<file path="src/rtl/id_pkg.sv">
// id_pkg: opcode/funct constants, control encodings and the
// decode helper shared by the MIPS instruction-decode stage.
package id_pkg;

  localparam logic [5:0] OP_RTYPE = 6'h00;
  localparam logic [5:0] OP_J     = 6'h02;
  localparam logic [5:0] OP_JAL   = 6'h03;
  localparam logic [5:0] OP_BEQ   = 6'h04;
  localparam logic [5:0] OP_BNE   = 6'h05;
  localparam logic [5:0] OP_ADDI  = 6'h08;
  localparam logic [5:0] OP_SLTI  = 6'h0A;
  localparam logic [5:0] OP_ANDI  = 6'h0C;
  localparam logic [5:0] OP_ORI   = 6'h0D;
  localparam logic [5:0] OP_XORI  = 6'h0E;
  localparam logic [5:0] OP_LUI   = 6'h0F;
  localparam logic [5:0] OP_LW    = 6'h23;
  localparam logic [5:0] OP_SW    = 6'h2B;

  localparam logic [5:0] FN_ADD   = 6'h20;
  localparam logic [5:0] FN_SUB   = 6'h22;
  localparam logic [5:0] FN_AND   = 6'h24;
  localparam logic [5:0] FN_OR    = 6'h25;
  localparam logic [5:0] FN_SLT   = 6'h2A;

  typedef enum logic [1:0] {
    RD_RT   = 2'b00,
    RD_RD   = 2'b01,
    RD_LINK = 2'b10
  } reg_dst_e;

  typedef enum logic [1:0] {
    ALU_ADD   = 2'b00,
    ALU_SUB   = 2'b01,
    ALU_FUNCT = 2'b10,
    ALU_IMM   = 2'b11
  } alu_op_e;

  // Controls that travel through ID/EX.
  typedef struct packed {
    logic     wb_write;
    logic     mem_to_reg;
    logic     mem_read;
    logic     mem_write;
    logic     alu_src;
    reg_dst_e reg_dst;
    alu_op_e  alu_op;
  } ex_ctrl_t;

  // Full decode bundle: ID/EX part plus ID-local controls.
  typedef struct packed {
    ex_ctrl_t ex;
    logic     jump;
    logic     branch;
    logic     bne;
    logic     zext;
  } ctrl_t;

  function automatic ctrl_t decode_op(input logic [5:0] op);
    ctrl_t c;
    c = '0;
    unique case (1'b1)
      (op == OP_RTYPE): begin
        c.ex.wb_write = 1'b1;
        c.ex.reg_dst  = RD_RD;
        c.ex.alu_op   = ALU_FUNCT;
      end
      (op == OP_LW): begin
        c.ex.wb_write   = 1'b1;
        c.ex.mem_to_reg = 1'b1;
        c.ex.mem_read   = 1'b1;
        c.ex.alu_src    = 1'b1;
      end
      (op == OP_SW): begin
        c.ex.mem_write = 1'b1;
        c.ex.alu_src   = 1'b1;
      end
      (op == OP_BEQ): begin
        c.ex.alu_op = ALU_SUB;
        c.branch    = 1'b1;
      end
      (op == OP_BNE): begin
        c.ex.alu_op = ALU_SUB;
        c.branch    = 1'b1;
        c.bne       = 1'b1;
      end
      (op inside {OP_ADDI, OP_SLTI, OP_LUI}): begin
        c.ex.wb_write = 1'b1;
        c.ex.alu_src  = 1'b1;
        c.ex.alu_op   = ALU_IMM;
      end
      (op inside {OP_ANDI, OP_ORI, OP_XORI}): begin
        c.ex.wb_write = 1'b1;
        c.ex.alu_src  = 1'b1;
        c.ex.alu_op   = ALU_IMM;
        c.zext        = 1'b1;
      end
      (op == OP_J): begin
        c.jump = 1'b1;
      end
      (op == OP_JAL): begin
        c.jump        = 1'b1;
        c.ex.wb_write = 1'b1;
        c.ex.reg_dst  = RD_LINK;
      end
      default: ;
    endcase
    return c;
  endfunction

endpackage

</file>
<file path="src/rtl/id_regfile.sv">
// id_regfile: 2R/1W register file, r0 hardwired to zero,
// write-first bypass so a same-cycle writeback is read back.
module id_regfile
  import id_pkg::*;
#(
  parameter int NB_DATA = 32,
  parameter int N_REGS  = 32,
  parameter int AW      = $clog2(N_REGS)
) (
  input  logic               i_clk,
  input  logic               i_reset,
  input  logic [AW-1:0]      i_raddr_a,
  input  logic [AW-1:0]      i_raddr_b,
  input  logic               i_we,
  input  logic [AW-1:0]      i_waddr,
  input  logic [NB_DATA-1:0] i_wdata,
  output logic [NB_DATA-1:0] o_rdata_a,
  output logic [NB_DATA-1:0] o_rdata_b
);

  logic [NB_DATA-1:0] r_mem [N_REGS];

  // Storage: cleared on reset, r0 never written.
  always_ff @(posedge i_clk or negedge i_reset) begin
    if (!i_reset) begin
      for (int i = 0; i < N_REGS; i++) r_mem[i] <= '0;
    end else if (i_we && (i_waddr != '0)) begin
      r_mem[i_waddr] <= i_wdata;
    end
  end

  // Read ports with zero register and writeback bypass.
  always_comb begin
    o_rdata_a = r_mem[i_raddr_a];
    o_rdata_b = r_mem[i_raddr_b];
    if (i_we && (i_waddr == i_raddr_a)) o_rdata_a = i_wdata;
    if (i_we && (i_waddr == i_raddr_b)) o_rdata_b = i_wdata;
    if (i_raddr_a == '0) o_rdata_a = '0;
    if (i_raddr_b == '0) o_rdata_b = '0;
  end

endmodule

</file>
<file path="src/rtl/id_stage.sv">
// id_stage: MIPS decode, hazards, redirects and ID/EX register.
// Define ID_BRANCH_EN to resolve BEQ/BNE in ID with forwarding.
module id_stage
  import id_pkg::*;
#(
  parameter int NB_DATA = 32,
  parameter int N_REGS  = 32
) (
  input  logic               i_clk,
  input  logic               i_reset,
  input  logic               i_halt,
  input  logic               i_flush,
  input  logic [NB_DATA-1:0] i_pc4,
  input  logic [31:0]        i_instruction,
  input  logic               i_wb_write,
  input  logic [4:0]         i_wb_addr,
  input  logic [NB_DATA-1:0] i_wb_data,
  input  logic               i_ex_mem_read,
  input  logic               i_ex_write,
  input  logic [4:0]         i_ex_dst,
  input  logic               i_mem_mem_read,
  input  logic               i_mem_write,
  input  logic [4:0]         i_mem_dst,
  input  logic [NB_DATA-1:0] i_mem_data,
  output logic               o_stall,
  output logic               o_branch_taken,
  output logic [NB_DATA-1:0] o_branch_target,
  output logic               o_jump,
  output logic [NB_DATA-1:0] o_jump_target,
  output logic [NB_DATA-1:0] o_ra,
  output logic [NB_DATA-1:0] o_rb,
  output logic [NB_DATA-1:0] o_imm,
  output logic [NB_DATA-1:0] o_pc4,
  output logic [4:0]         o_rs,
  output logic [4:0]         o_rt,
  output logic [4:0]         o_rd,
  output logic [4:0]         o_shamt,
  output logic [5:0]         o_funct,
  output logic               o_wb_write,
  output logic               o_wb_mem_to_reg,
  output logic               o_mem_read,
  output logic               o_mem_write,
  output logic               o_ex_alu_src,
  output logic [1:0]         o_ex_reg_dst,
  output logic [1:0]         o_ex_alu_op
);

  localparam int AW = $clog2(N_REGS);

  logic [5:0]         w_op;
  logic [AW-1:0]      w_rs;
  logic [AW-1:0]      w_rt;
  logic [15:0]        w_imm16;
  logic [NB_DATA-1:0] w_sext;
  logic [NB_DATA-1:0] w_imm;
  logic [NB_DATA-1:0] w_rf_a;
  logic [NB_DATA-1:0] w_rf_b;
  logic [AW-1:0]      w_ex_dst;
  logic               w_ex_hit;
  logic               w_lu_stall;
  logic               w_br_stall;
  ctrl_t              w_ctrl;

  logic [NB_DATA-1:0] r_ra;
  logic [NB_DATA-1:0] r_rb;
  logic [NB_DATA-1:0] r_imm;
  logic [NB_DATA-1:0] r_pc4;
  logic [4:0]         r_rs;
  logic [4:0]         r_rt;
  logic [4:0]         r_rd;
  logic [4:0]         r_shamt;
  logic [5:0]         r_funct;
  ex_ctrl_t           r_ex;

  assign w_op    = i_instruction[31:26];
  assign w_rs    = i_instruction[21 +: AW];
  assign w_rt    = i_instruction[16 +: AW];
  assign w_imm16 = i_instruction[15:0];

  id_regfile #(
    .NB_DATA (NB_DATA),
    .N_REGS  (N_REGS)
  ) u_rf (
    .i_clk     (i_clk),
    .i_reset   (i_reset),
    .i_raddr_a (w_rs),
    .i_raddr_b (w_rt),
    .i_we      (i_wb_write),
    .i_waddr   (i_wb_addr[AW-1:0]),
    .i_wdata   (i_wb_data),
    .o_rdata_a (w_rf_a),
    .o_rdata_b (w_rf_b)
  );

  // Main control decode from the opcode.
  always_comb begin
    w_ctrl = decode_op(w_op);
  end

  assign w_sext = {{(NB_DATA-16){w_imm16[15]}}, w_imm16};
  assign w_imm  = w_ctrl.zext ? {{(NB_DATA-16){1'b0}}, w_imm16}
                              : w_sext;

  assign w_ex_dst   = i_ex_dst[AW-1:0];
  assign w_ex_hit   = (w_ex_dst != '0) &&
                      ((w_ex_dst == w_rs) || (w_ex_dst == w_rt));
  assign w_lu_stall = i_ex_mem_read && w_ex_hit;

  assign o_stall = w_lu_stall | w_br_stall;

  assign o_branch_target =
    i_pc4 + {w_sext[NB_DATA-3:0], 2'b00};

`ifdef ID_BRANCH_EN
  logic [AW-1:0]      w_mem_dst;
  logic               w_mem_hit;
  logic               w_fwd_a;
  logic               w_fwd_b;
  logic [NB_DATA-1:0] w_cmp_a;
  logic [NB_DATA-1:0] w_cmp_b;
  logic               w_eq;

  assign w_mem_dst  = i_mem_dst[AW-1:0];
  assign w_mem_hit  = (w_mem_dst != '0) &&
                      ((w_mem_dst == w_rs) || (w_mem_dst == w_rt));
  assign w_br_stall = w_ctrl.branch &&
                      ((i_ex_write && w_ex_hit) ||
                       (i_mem_mem_read && w_mem_hit));

  assign w_fwd_a = i_mem_write && (w_mem_dst != '0) &&
                   (w_mem_dst == w_rs);
  assign w_fwd_b = i_mem_write && (w_mem_dst != '0) &&
                   (w_mem_dst == w_rt);
  assign w_cmp_a = w_fwd_a ? i_mem_data : w_rf_a;
  assign w_cmp_b = w_fwd_b ? i_mem_data : w_rf_b;
  assign w_eq    = (w_cmp_a == w_cmp_b);

  assign o_branch_taken = w_ctrl.branch &&
                          (w_eq ^ w_ctrl.bne) && !o_stall;
`else
  logic w_unused_br;

  assign w_br_stall     = 1'b0;
  assign o_branch_taken = 1'b0;
  assign w_unused_br    = ^{i_ex_write, i_mem_mem_read,
                            i_mem_write, i_mem_dst, i_mem_data,
                            w_ctrl.branch, w_ctrl.bne};
`endif

  assign o_jump        = w_ctrl.jump && !o_stall;
  assign o_jump_target = {i_pc4[NB_DATA-1:28],
                          i_instruction[25:0], 2'b00};

  // ID/EX register: reset > halt > bubble > load.
  always_ff @(posedge i_clk or negedge i_reset) begin
    if (!i_reset) begin
      r_ra    <= '0;
      r_rb    <= '0;
      r_imm   <= '0;
      r_pc4   <= '0;
      r_rs    <= '0;
      r_rt    <= '0;
      r_rd    <= '0;
      r_shamt <= '0;
      r_funct <= '0;
      r_ex    <= '0;
    end else if (!i_halt) begin
      r_ra    <= w_rf_a;
      r_rb    <= w_rf_b;
      r_imm   <= w_imm;
      r_pc4   <= i_pc4;
      r_rs    <= i_instruction[25:21];
      r_rt    <= i_instruction[20:16];
      r_rd    <= i_instruction[15:11];
      r_shamt <= i_instruction[10:6];
      r_funct <= i_instruction[5:0];
      r_ex    <= (i_flush || o_stall) ? '0 : w_ctrl.ex;
    end
  end

  assign o_ra            = r_ra;
  assign o_rb            = r_rb;
  assign o_imm           = r_imm;
  assign o_pc4           = r_pc4;
  assign o_rs            = r_rs;
  assign o_rt            = r_rt;
  assign o_rd            = r_rd;
  assign o_shamt         = r_shamt;
  assign o_funct         = r_funct;
  assign o_wb_write      = r_ex.wb_write;
  assign o_wb_mem_to_reg = r_ex.mem_to_reg;
  assign o_mem_read      = r_ex.mem_read;
  assign o_mem_write     = r_ex.mem_write;
  assign o_ex_alu_src    = r_ex.alu_src;
  assign o_ex_reg_dst    = r_ex.reg_dst;
  assign o_ex_alu_op     = r_ex.alu_op;

endmodule

</file>
<file path="config.mk">
export PLATFORM = sky130hd
export DESIGN_NAME = id_stage
export DESIGN_NICKNAME = d
export VERILOG_FILES = /design/src/rtl/id_pkg.sv /design/src/rtl/id_regfile.sv /design/src/rtl/id_stage.sv
export SDC_FILE = /design/constraint.sdc
export NUM_CORES = 2
export LEC_CHECK = 0
export ABC_AREA = 0
export CAP_MARGIN = 20
export CELL_PAD_IN_SITES_DETAIL_PLACEMENT = 1
export CELL_PAD_IN_SITES_GLOBAL_PLACEMENT = 1
export CORE_UTILIZATION = 55
export CTS_CLUSTER_DIAMETER = 150
export DETAILED_ROUTE_END_ITERATION = 10
export PLACE_DENSITY_LB_ADDON = 0.12
export SYNTH_ARGS = -nofsm -noshare
export SYNTH_HDL_FRONTEND = slang
export SYNTH_SLANG_ARGS = --single-unit
</file>
<file path="constraint.sdc">
create_clock -name i_clk -period 7.09 [get_ports i_clk]
set_input_delay 0.709 -clock i_clk [delete_from_list [all_inputs] [get_ports i_clk]]
set_output_delay 0.709 -clock i_clk [all_outputs]
set_load 0.01 [all_outputs]
</file>
==> results.cfg <==
[status]
outcome = complete, no violations

[logic_synthesis]
seq_area_frac_synth = 0.475
ys_top_cells_by_count = 1155 x dfrtp_1, 983 x mux2_2, 640 x mux4_2
synth_top_area_share = 0.475
syn-cell-area_sq_mm = 0.0609
syn_avg_cell_area_sq_um = 15.7
synth_top_area_cell = dfrtp_1
synthDistinctLibCells = 62
synth.most_common_cell = dfrtp_1
synth_async_sr_flop_share = 1.00
syn-instance-count = 3890
yosys-top-cells-area = dfrtp_1 47%, mux4_2 24%, mux2_2 18%
synth_edf_count = 0
synth_seq_cells = 1155
synth_ff_type = dfrtp_1
ys_warn_count = 0

[layout]
fin_util = 0.638
instances_no_fill = 5535
syn_to_final_growth_pct = 14.5
largest-register = u_rf.r_mem
drive_gt1_frac = 0.485
nFillCells = 9449
largest_register_ffs = 1024
layout.nets = 4146

[worst_setup_path]
endpoint_kind = output port
rr_startpoint = u_rf.r_mem[598]$_DFFE_PN0P_
critical_path_class = in -> out
cp-start-kind = input port
arrival_ns = 4.79
cp_max_fo = 19
crit_required_ns = 6.38
startpoint = i_instruction[15]

[die]
io_pins = 382
coreArea_sq_mm = 0.109
placementRows = 121
die_x_um = 335
dieArea_sq_mm = 0.112
die_h_um = 335
start_util = 0.557

[sta]
rsz0062_at_grt = false
finalCriticalPeriod_ns = 5.50
timing.final.ws_setup_ns = 1.59
fin_tns_setup_ns = 0
max_freq_mhz = 182
period_share = 0.776
finClkSkew_ns = 0.0378
worst_slew_pin_slew_ns = 1.14
slew_headroom = 0.237
hold_viol = 0
setup_viol = 0
slew_violations = 0

[clock_tree]
cts_resized = 0
htreeDepth = 4
tritoncts.num_buffers = 131
clkTransAtPathRegs_ns = 0.05
cts_buffer_depth = 3
cts_hold_buf = 0
cts_tree = built
root_buffer = clkbuf_16
postCtsSetupRepairBufs = 0
clk-insertion-delay-late_ns = 0.76
clock_sinks = 1155

[flow_run]
max_cap_viol_count = 0

[detailed_routing]
final_antenna_net_count = 0
wl_per_cell_um = 34.9
dr.pass1.iters = 9
vias_per_cell = 7.00
drt_iter0_markers = 3728
drt_wl_total_um = 193000
route.detailed.drc = 0
vias = 38800

[placed_design]
place_ws_ns = 1.62
gp_congestion = 0.849
dp.final_hpwl_um = 107000
dpl.cell_count = 5281
io_buffers = 338

[global_route]
grt_max_degree = 195
antenna_found_initial = 5
grt_overflow = 0
grt.total_usage = 0.352
grt_pass1_vias = 42700
grt_pass1_wl_um = 290000

[pwr]
powerDensity_mw_per_mm2 = 288
p_leak_nw = 29.7
ir_drop_uv = 227

[worst_hold_path]
holdCritPathClass = in -> async
[cell type report]
| cell class | instances | area, sq um | area share |
|---|---|---|---|
| diodes | 2 | 5.00 | 0.0000718 |
| clock buffers | 184 | 3810 | 0.0547 |
| clock inverters | 42 | 532 | 0.00762 |
| inverters | 9 | 33.8 | 0.000484 |
| multi-input cells | 2240 | 29900 | 0.429 |
| flip-flops and latches | 1155 | 28900 | 0.414 |
| well taps | 1476 | 1850 | 0.0265 |
| repair buffers | 427 | 4660 | 0.0669 |
[cell usage in the layout, fill, tap and decap left out, drive strengths merged, types with 4 or more instances in the layout]
master	instances
a222oi	64
or3	7
mux2	1048
buf	90
a211oi	12
dfrtp	1155
mux4	640
o21a	7
nor3	16
inv	16
nand4	6
xor2	23
a31oi	4
nor4	5
clkdlybuf4s50	328
nor2b	11
clkbuf	193
nand3	13
a21oi	26
ha	29
bufinv	10
nor2	35
or4	4
and2	5
clkinv	25
and3	4
nand2b	6
xnor2	22
nand2	180
o21ai	26
[worst max-delay path: stages]
cell	delay (ns)
clkdlybuf4s50_1	0.96
ha_1	0.66
a21oi_1	0.26
o21ai_1	0.21
or4_1	0.55
o21ai_0	0.15
nor2_1	0.11
a211o_1	0.31
a211oi_1	0.24
clkdlybuf4s50_1	0.61
[cells by family (layout without fill, tap and decap cells)]
logic type	after synthesis	in the layout	synth area share
flip-flops	1155	1155	0.475
AND/OR/NAND/NOR	301	301	0.0219
adder cells (fa/ha/maj)	30	30	0.00629
XOR/XNOR	45	45	0.00647
multiplexers	1689	1689	0.431
buffers and inverters	497	662	0.0375
other	1	5	0.0000616
AO/OA/AOI/OAI	172	172	0.0224
[metal layers]
layer / GRT usage / part of all wire / up-vias / routed length, um
met5: 0 / 0.00020 / - / 38
met4: 0.122 / 0.032 / 6 / 6230
met3: 0.0798 / 0.081 / 403 / 15700
met2: 0.562 / 0.49 / 1804 / 95200
met1: 0.480 / 0.39 / 21400 / 76100
li1: - / - / 15200 / -
[metrics by stage]
step	hold slack (ns)	power (W)	cell area [sq um]
floorplan	0.413	0.0115	60900
global placement	0.376	0.0127	64800
detailed placement	0.385	0.0131	64800
CTS	0.111	0.0201	69100
global route	0.139	0.0208	69700
finish	0.0574	0.0201	69700
[report_power, final]
| part | switching, W | leakage, nW | internal (W) |
|---|---|---|---|
| logic | 0.00168 | 12.7 | 0.00266 |
| registers | 0.00102 | 14.8 | 0.00783 |
| clock network | 0.00281 | 2.16 | 0.00411 |
| total | 0.00550 | 29.7 | 0.0146 |
[path summary, 6_finish.rpt]
kind                            depth (start not counted)  slack (ns)                           end
worst min register to register                          0        0.39  u_rf.r_mem[1004]$_DFFE_PN0P_
worst min-delay path                                    1        0.06          o_rb[13]$_DFFE_PN0N_
worst max register to register                          4        5.07          o_ra[22]$_DFFE_PN0N_
max in group asynchronous                               2        5.27   u_rf.r_mem[891]$_DFFE_PN0P_
worst max-delay path                                   10        1.59           o_branch_target[31]
min in group i_clk                                      0        0.39  u_rf.r_mem[1004]$_DFFE_PN0P_
(Power assumes the default switching activity.)
